`config.mk`:
```
export PLATFORM = sky130hd
export DESIGN_NAME = pwl_coef_loader
export DESIGN_NICKNAME = d
export VERILOG_FILES = /design/src/rtl/pwl_pkg.sv /design/src/rtl/pwl_coef_bank.sv /design/src/rtl/pwl_coef_loader.sv
export SDC_FILE = /design/constraint.sdc
export NUM_CORES = 1
export LEC_CHECK = 0
export ABC_CLOCK_PERIOD_IN_PS = 3750
export CELL_PAD_IN_SITES_DETAIL_PLACEMENT = 0
export CELL_PAD_IN_SITES_GLOBAL_PLACEMENT = 2
export CORE_ASPECT_RATIO = 1.25
export CORE_MARGIN = 4
export CORE_UTILIZATION = 40
export CTS_CLUSTER_DIAMETER = 60
export CTS_CLUSTER_SIZE = 40
export DETAILED_ROUTE_END_ITERATION = 12
export PLACE_DENSITY = 0.69
export SYNTH_ARGS = -nofsm -noshare
export SYNTH_HDL_FRONTEND = slang
export SYNTH_SLANG_ARGS = --single-unit
export TNS_END_PERCENT = 50
```
`constraint.sdc`:
```
create_clock -name clk -period 3.75 [get_ports clk]
set_input_delay 0.75 -clock clk [delete_from_list [all_inputs] [get_ports clk]]
set_output_delay 0.75 -clock clk [all_outputs]
set_load 0.01 [all_outputs]
```
`src/rtl/pwl_pkg.sv`:
```
// Shared definitions for the piecewise-linear activation coefficient path.
// The word length here matches the fixed-point format of the tanh/sigmoid evaluators.
package pwl_pkg;

  localparam int PWL_WL    = 16;
  localparam int PWL_NSEG  = 10;
  localparam int PWL_IDX_W = $clog2(PWL_NSEG);

  // Loader sequencing: slope word, then intercept word, per segment.
  typedef enum logic [1:0] {
    IDLE   = 2'd0,
    LOAD_A = 2'd1,
    LOAD_B = 2'd2,
    COMMIT = 2'd3
  } pwl_state_e;

  // Selects which half of a segment entry a write targets.
  typedef enum logic {
    SEL_SLOPE     = 1'b0,
    SEL_INTERCEPT = 1'b1
  } pwl_wsel_e;

endpackage

```
`src/rtl/pwl_coef_bank.sv`:
```
// One bank of the PWL segment table: NSEG slopes plus NSEG intercepts.
// Synchronous write and clear, combinational read; the loader owns muxing.
module pwl_coef_bank
  import pwl_pkg::*;
#(
  parameter int  WL    = PWL_WL,
  parameter int  NSEG  = PWL_NSEG,
  localparam int IDX_W = $clog2(NSEG)
) (
  input  logic             clk,
  input  logic             rst,
  input  logic             we,
  input  logic [IDX_W-1:0] widx,
  input  pwl_wsel_e        wsel,
  input  logic [WL-1:0]    wdata,
  input  logic [IDX_W-1:0] ridx,
  output logic [WL-1:0]    rslope,
  output logic [WL-1:0]    rintercept
);

  logic [WL-1:0] slope_r     [NSEG];
  logic [WL-1:0] intercept_r [NSEG];

  // Table storage: cleared on reset, one half-entry written per enabled cycle.
  always_ff @(posedge clk) begin
    if (rst) begin
      for (int i = 0; i < NSEG; i++) begin
        slope_r[i]     <= {WL{1'b0}};
        intercept_r[i] <= {WL{1'b0}};
      end
    end else if (we) begin
      if (wsel == SEL_SLOPE) begin
        slope_r[widx] <= wdata;
      end else begin
        intercept_r[widx] <= wdata;
      end
    end
  end

  assign rslope     = slope_r[ridx];
  assign rintercept = intercept_r[ridx];

endmodule

```
`src/rtl/pwl_coef_loader.sv`:
```
// Double-buffered PWL coefficient loader. A serial a0,b0,a1,b1,... stream
// fills the shadow bank; a one-cycle COMMIT swaps banks atomically so the
// evaluators only ever read a complete table.
module pwl_coef_loader
  import pwl_pkg::*;
#(
  parameter int  WL    = PWL_WL,
  parameter int  NSEG  = PWL_NSEG,
  localparam int IDX_W = $clog2(NSEG)
) (
  input  logic             clk,
  input  logic             rst,
  input  logic             load_req,
  input  logic             abort,
  input  logic             s_valid,
  input  logic [WL-1:0]    s_data,
  output logic             s_ready,
  output logic             busy,
  output logic             load_done,
  output logic             table_valid,
  input  logic [IDX_W-1:0] rd_idx,
  output logic [WL-1:0]    rd_slope,
  output logic [WL-1:0]    rd_intercept
);

  localparam logic [IDX_W-1:0] LAST_SEG = IDX_W'(NSEG - 1);

  // Out-of-range indices fall into the last (catch-all) segment.
  function automatic logic [IDX_W-1:0] clamp_idx(input logic [IDX_W-1:0] idx);
    if (int'(idx) >= NSEG) begin
      return LAST_SEG;
    end else begin
      return idx;
    end
  endfunction

  pwl_state_e       state_r, state_nxt_s;
  logic [IDX_W-1:0] seg_cnt_r, seg_cnt_nxt_s;
  logic             bank_sel_r;
  logic             load_done_r;
  logic             table_valid_r;
  logic             s_ready_r;
  logic             busy_r;
  logic [WL-1:0]    rd_slope_r;
  logic [WL-1:0]    rd_intercept_r;

  logic             wr_en_s;
  pwl_wsel_e        wsel_s;
  logic             commit_s;
  logic             we0_s;
  logic             we1_s;
  logic [IDX_W-1:0] rd_idx_clamp_s;
  logic [WL-1:0]    b0_slope_s, b0_intercept_s;
  logic [WL-1:0]    b1_slope_s, b1_intercept_s;

  // Next-state, segment counter and write strobe; abort beats a same-cycle word.
  always_comb begin
    state_nxt_s   = state_r;
    seg_cnt_nxt_s = seg_cnt_r;
    wr_en_s       = 1'b0;
    wsel_s        = SEL_SLOPE;
    commit_s      = 1'b0;
    case (state_r)
      IDLE: begin
        if (load_req) begin
          state_nxt_s   = LOAD_A;
          seg_cnt_nxt_s = {IDX_W{1'b0}};
        end else begin
          state_nxt_s = IDLE;
        end
      end
      LOAD_A: begin
        if (abort) begin
          state_nxt_s   = IDLE;
          seg_cnt_nxt_s = {IDX_W{1'b0}};
        end else if (s_valid) begin
          wr_en_s     = 1'b1;
          wsel_s      = SEL_SLOPE;
          state_nxt_s = LOAD_B;
        end else begin
          state_nxt_s = LOAD_A;
        end
      end
      LOAD_B: begin
        if (abort) begin
          state_nxt_s   = IDLE;
          seg_cnt_nxt_s = {IDX_W{1'b0}};
        end else if (s_valid) begin
          wr_en_s = 1'b1;
          wsel_s  = SEL_INTERCEPT;
          if (seg_cnt_r == LAST_SEG) begin
            state_nxt_s = COMMIT;
          end else begin
            seg_cnt_nxt_s = seg_cnt_r + IDX_W'(1'b1);
            state_nxt_s   = LOAD_A;
          end
        end else begin
          state_nxt_s = LOAD_B;
        end
      end
      COMMIT: begin
        commit_s      = 1'b1;
        state_nxt_s   = IDLE;
        seg_cnt_nxt_s = {IDX_W{1'b0}};
      end
      default: begin
        state_nxt_s   = IDLE;
        seg_cnt_nxt_s = {IDX_W{1'b0}};
      end
    endcase
  end

  // Control registers; status outputs are registered from the next state.
  always_ff @(posedge clk) begin
    if (rst) begin
      state_r       <= IDLE;
      seg_cnt_r     <= {IDX_W{1'b0}};
      bank_sel_r    <= 1'b0;
      load_done_r   <= 1'b0;
      table_valid_r <= 1'b0;
      s_ready_r     <= 1'b0;
      busy_r        <= 1'b0;
    end else begin
      state_r     <= state_nxt_s;
      seg_cnt_r   <= seg_cnt_nxt_s;
      load_done_r <= commit_s;
      s_ready_r   <= (state_nxt_s == LOAD_A) || (state_nxt_s == LOAD_B);
      busy_r      <= (state_nxt_s != IDLE);
      if (commit_s) begin
        bank_sel_r    <= ~bank_sel_r;
        table_valid_r <= 1'b1;
      end
    end
  end

  // Writes go only to the shadow bank, i.e. the one not selected for reading.
  assign we0_s          = wr_en_s & bank_sel_r;
  assign we1_s          = wr_en_s & ~bank_sel_r;
  assign rd_idx_clamp_s = clamp_idx(rd_idx);

  pwl_coef_bank #(.WL(WL), .NSEG(NSEG)) u_bank0 (
    .clk        (clk),
    .rst        (rst),
    .we         (we0_s),
    .widx       (seg_cnt_r),
    .wsel       (wsel_s),
    .wdata      (s_data),
    .ridx       (rd_idx_clamp_s),
    .rslope     (b0_slope_s),
    .rintercept (b0_intercept_s)
  );

  pwl_coef_bank #(.WL(WL), .NSEG(NSEG)) u_bank1 (
    .clk        (clk),
    .rst        (rst),
    .we         (we1_s),
    .widx       (seg_cnt_r),
    .wsel       (wsel_s),
    .wdata      (s_data),
    .ridx       (rd_idx_clamp_s),
    .rslope     (b1_slope_s),
    .rintercept (b1_intercept_s)
  );

  // Read port: one-cycle latency from the bank that is active at the edge.
  always_ff @(posedge clk) begin
    if (rst) begin
      rd_slope_r     <= {WL{1'b0}};
      rd_intercept_r <= {WL{1'b0}};
    end else begin
      rd_slope_r     <= bank_sel_r ? b1_slope_s : b0_slope_s;
      rd_intercept_r <= bank_sel_r ? b1_intercept_s : b0_intercept_s;
    end
  end

  assign s_ready      = s_ready_r;
  assign busy         = busy_r;
  assign load_done    = load_done_r;
  assign table_valid  = table_valid_r;
  assign rd_slope     = rd_slope_r;
  assign rd_intercept = rd_intercept_r;

endmodule

```
==> results_dict.tcl <==
set metrics [dict create \
    hold_path_class "reg -> reg" \
    regArea_sq_um 20100 \
    synth_top_area_share_pct 66.4 \
    tritoncts "yes" \
    initial_utilization_pct 40.3 \
    viasPerCell 5.47 \
    area_delta_synth_final_pct 13.7 \
    p_int_w 0.0115 \
    cts_setup_buffers 0 \
    coreArea_sq_um 71800 \
    pin_count 61 \
    dp.cells 3082 \
    rows 110 \
    vdd_drop_max_v 0.000240 \
    syn_inst 2064 \
    clock.fmax_mhz 311 \
    async_flop_share_pct 0 \
    routed_wl_um 80700 \
    syn_avg_cell_area_sq_um 14.0 \
    switching_share_pct 24.3 \
    drcViolationCount 0 \
    layout_commonest_cell "edfxtp_1" \
    crit_type "in -> reg" \
    most-common-layout-cells "640 x edfxtp_1, 600 x nor2_1, 154 x nand2_1" \
    track_usage_pct 20.7 \
    cp-start-kind "primary input" \
    hold_buffers 0 \
    status "completed" \
    cts.sinks 683 \
    slew_violations 0 \
    finalSetupTns_ps 0 \
    clk-insertion-delay-late_ps 600 \
    yosysWarningCount 0 \
    antenna_found_initial 1 \
    fin_cells 3163 \
    power.density_nw_per_um2 461 \
    dr_total_vias 17298 \
    drtIter0Drc 1880 \
    yosys_most_used_dff "edfxtp_1" \
    clock-root-buffer "clkbuf_16" \
    cts_inserted_buffers 44 \
    dieHeight_um 309 \
    hpwl_um 55000 \
    maxSlewHeadroom_pct 33.5 \
    gp_congestion 0.806 \
    io_buffers 60 \
    synth_area_leaders "edfxtp_1 66%, mux4_2 8.9%, nor2_1 7.8%" \
    overflow 0 \
    combPwrFrac_pct 6.8 \
    cts_resized 0 \
    fill_cells 6499 \
    netlist_area_sq_um 29000 \
    clockBufferDepth 3 \
    post_drt_wl_per_cell_um 25.5 \
    grt_start_max_net_pins 46 \
    yosysUniqueCellTypes 60 \
    cap_violations 0 \
    timing.hold.ws_ps 481 \
    setup_viol 0 \
    crit_arrival_ps 3630 \
    die-area_sq_um 76800 \
    finalCriticalPeriod_ps 3220 \
    total_leakage_power_nw 11.3 \
    skew_ps 27.8 \
    fin_nets 2208 \
    cts_max_level 2 \
    post-route-period-util_pct 85.8 \
    ys_ff_latch 683 \
    hold_viol 0 \
    ant_nets 0 \
    drive_gt1_share_pct 16.4 \
    pwr-share-clk_pct 36.3 \
    pwr-share-seq_pct 56.9 \
    die_w_um 249 \
    switching_power_w 0.00369 \
    power_w 0.0152 \
    cts.clk_slew.worst_paths_ps 80 \
    worstPathRequired_ps 4160 \
    endpoint_kind "flip-flop" \
    grt_pass1_wl_um 119000 \
    synth_edf_count 640 \
    grt_pass1_vias 17485 \
    yosys.area.top_type "edfxtp_1" \
    multi_input_area_sq_um 8090 \
    drtPass1Iterations 7 \
    tightest_slew_ps 998 \
    seq_area_frac_synth_pct 69.3 \
    path_max_fanout 32 \
    regToRegSetupSlack_ps 1050 \
    syn-num-nets 2096 \
    rsz0062_at_grt "false" \
]
## worst paths after layout
check | cells past startpoint | endpoint | start
worst max-delay path | 6 | rd_intercept[15]$_SDFF_PP0_ | rst
worst min-delay path | 2 | table_valid$_SDFFE_PP0P_ | table_valid$_SDFFE_PP0P_
worst max register to register | 7 | u_bank1.intercept_r[2][4]$_SDFFCE_PN0P_ | state_r[0]$_SDFF_PP0_
worst min register to register | 2 | table_valid$_SDFFE_PP0P_ | table_valid$_SDFFE_PP0P_
## critical path, cell delays in order
cell             delay (ps)
clkdlybuf4s50_1         530
inv_2                   150
buf_4                   370
and3_1                  880
a222oi_1                280
a221oi_1                650
## metrics by stage
| stage | cell area, sq um | worst slack (ps) | utilization [%] |
|---|---|---|---|
| final | 32900 | 532 | 45.8 |
| after global placement | 31300 | -22.9 | 43.6 |
| after floorplan | 29000 | 920 | - |
| after detailed placement | 31300 | -55.9 | 43.6 |
| after CTS | 32900 | 577 | 45.8 |
| after global routing | 32900 | 510 | 45.8 |
## power groups by stage
| stage | clock network, W | registers, W | logic [W] |
|---|---|---|---|
| floorplan | 0 | 0.00879 | 0.000556 |
| global placement | 0 | 0.00880 | 0.00104 |
| detailed placement | 0 | 0.00881 | 0.00104 |
| CTS | 0.00564 | 0.00864 | 0.00105 |
| global route | 0.00592 | 0.00866 | 0.00109 |
| finish | 0.00550 | 0.00864 | 0.00103 |
## synthesized netlist by cell type (all sizes together) (8+ instances only)
cell and instances:
inv 72, mux4 115, edfxtp 640, buf 72, a222oi 22, nand3 10, nor3 14, dfxtp 43
o21ai 30, nor2 605, mux2 9, nor2b 9, clkbuf 50, mux2i 91, nand2 156, a21oi 18
a221oi 20, a211oi 11, a31oi 8
## sequential cells by signal, indices dropped and copies added, names as in the netlist
| signal | flops |
|---|---|
| bank_sel_r | 1 |
| rd_slope | 16 |
| s_ready | 1 |
| table_valid | 1 |
| u_bank1.intercept_r | 160 |
| load_done | 1 |
| u_bank0.intercept_r | 160 |
| state_r | 2 |
| u_bank0.slope_r | 160 |
| seg_cnt_r | 4 |
| rd_intercept | 16 |
| u_bank1.slope_r | 160 |
| busy | 1 |
## cell type report
class	instances	area share, %
sequential	683	61.0
tap	952	3.62
clock inverter	34	1.41
multi-input combinational	1187	24.6
clock buffer	46	3.46
inverter	72	0.821
antenna	1	0.00760
timing repair buffer	188	5.14
## metal layers
layer,track usage [%],wire length (um),vias up
met5,0,0,-
met2,34.8,39400,478
met3,2.19,4090,74
li1,-,-,7762
met4,5.53,2160,0
met1,29.3,35000,8984
## kinds of logic (layout without fill, tap and decap cells)
group | Yosys count | in the layout | synth area share [%]
buffers and inverters | 194 | 340 | 2.93
DFF | 683 | 683 | 69.3
muxes | 215 | 215 | 12.5
and+or+nand+nor | 825 | 825 | 11.4
AOI/OAI and AO/OA | 136 | 136 | 3.47
other | 0 | 1 | 0
adders and majority gates | 7 | 7 | 0.302
xor gates and xnor gates | 4 | 4 | 0.121
(Power assumes the default switching activity.)
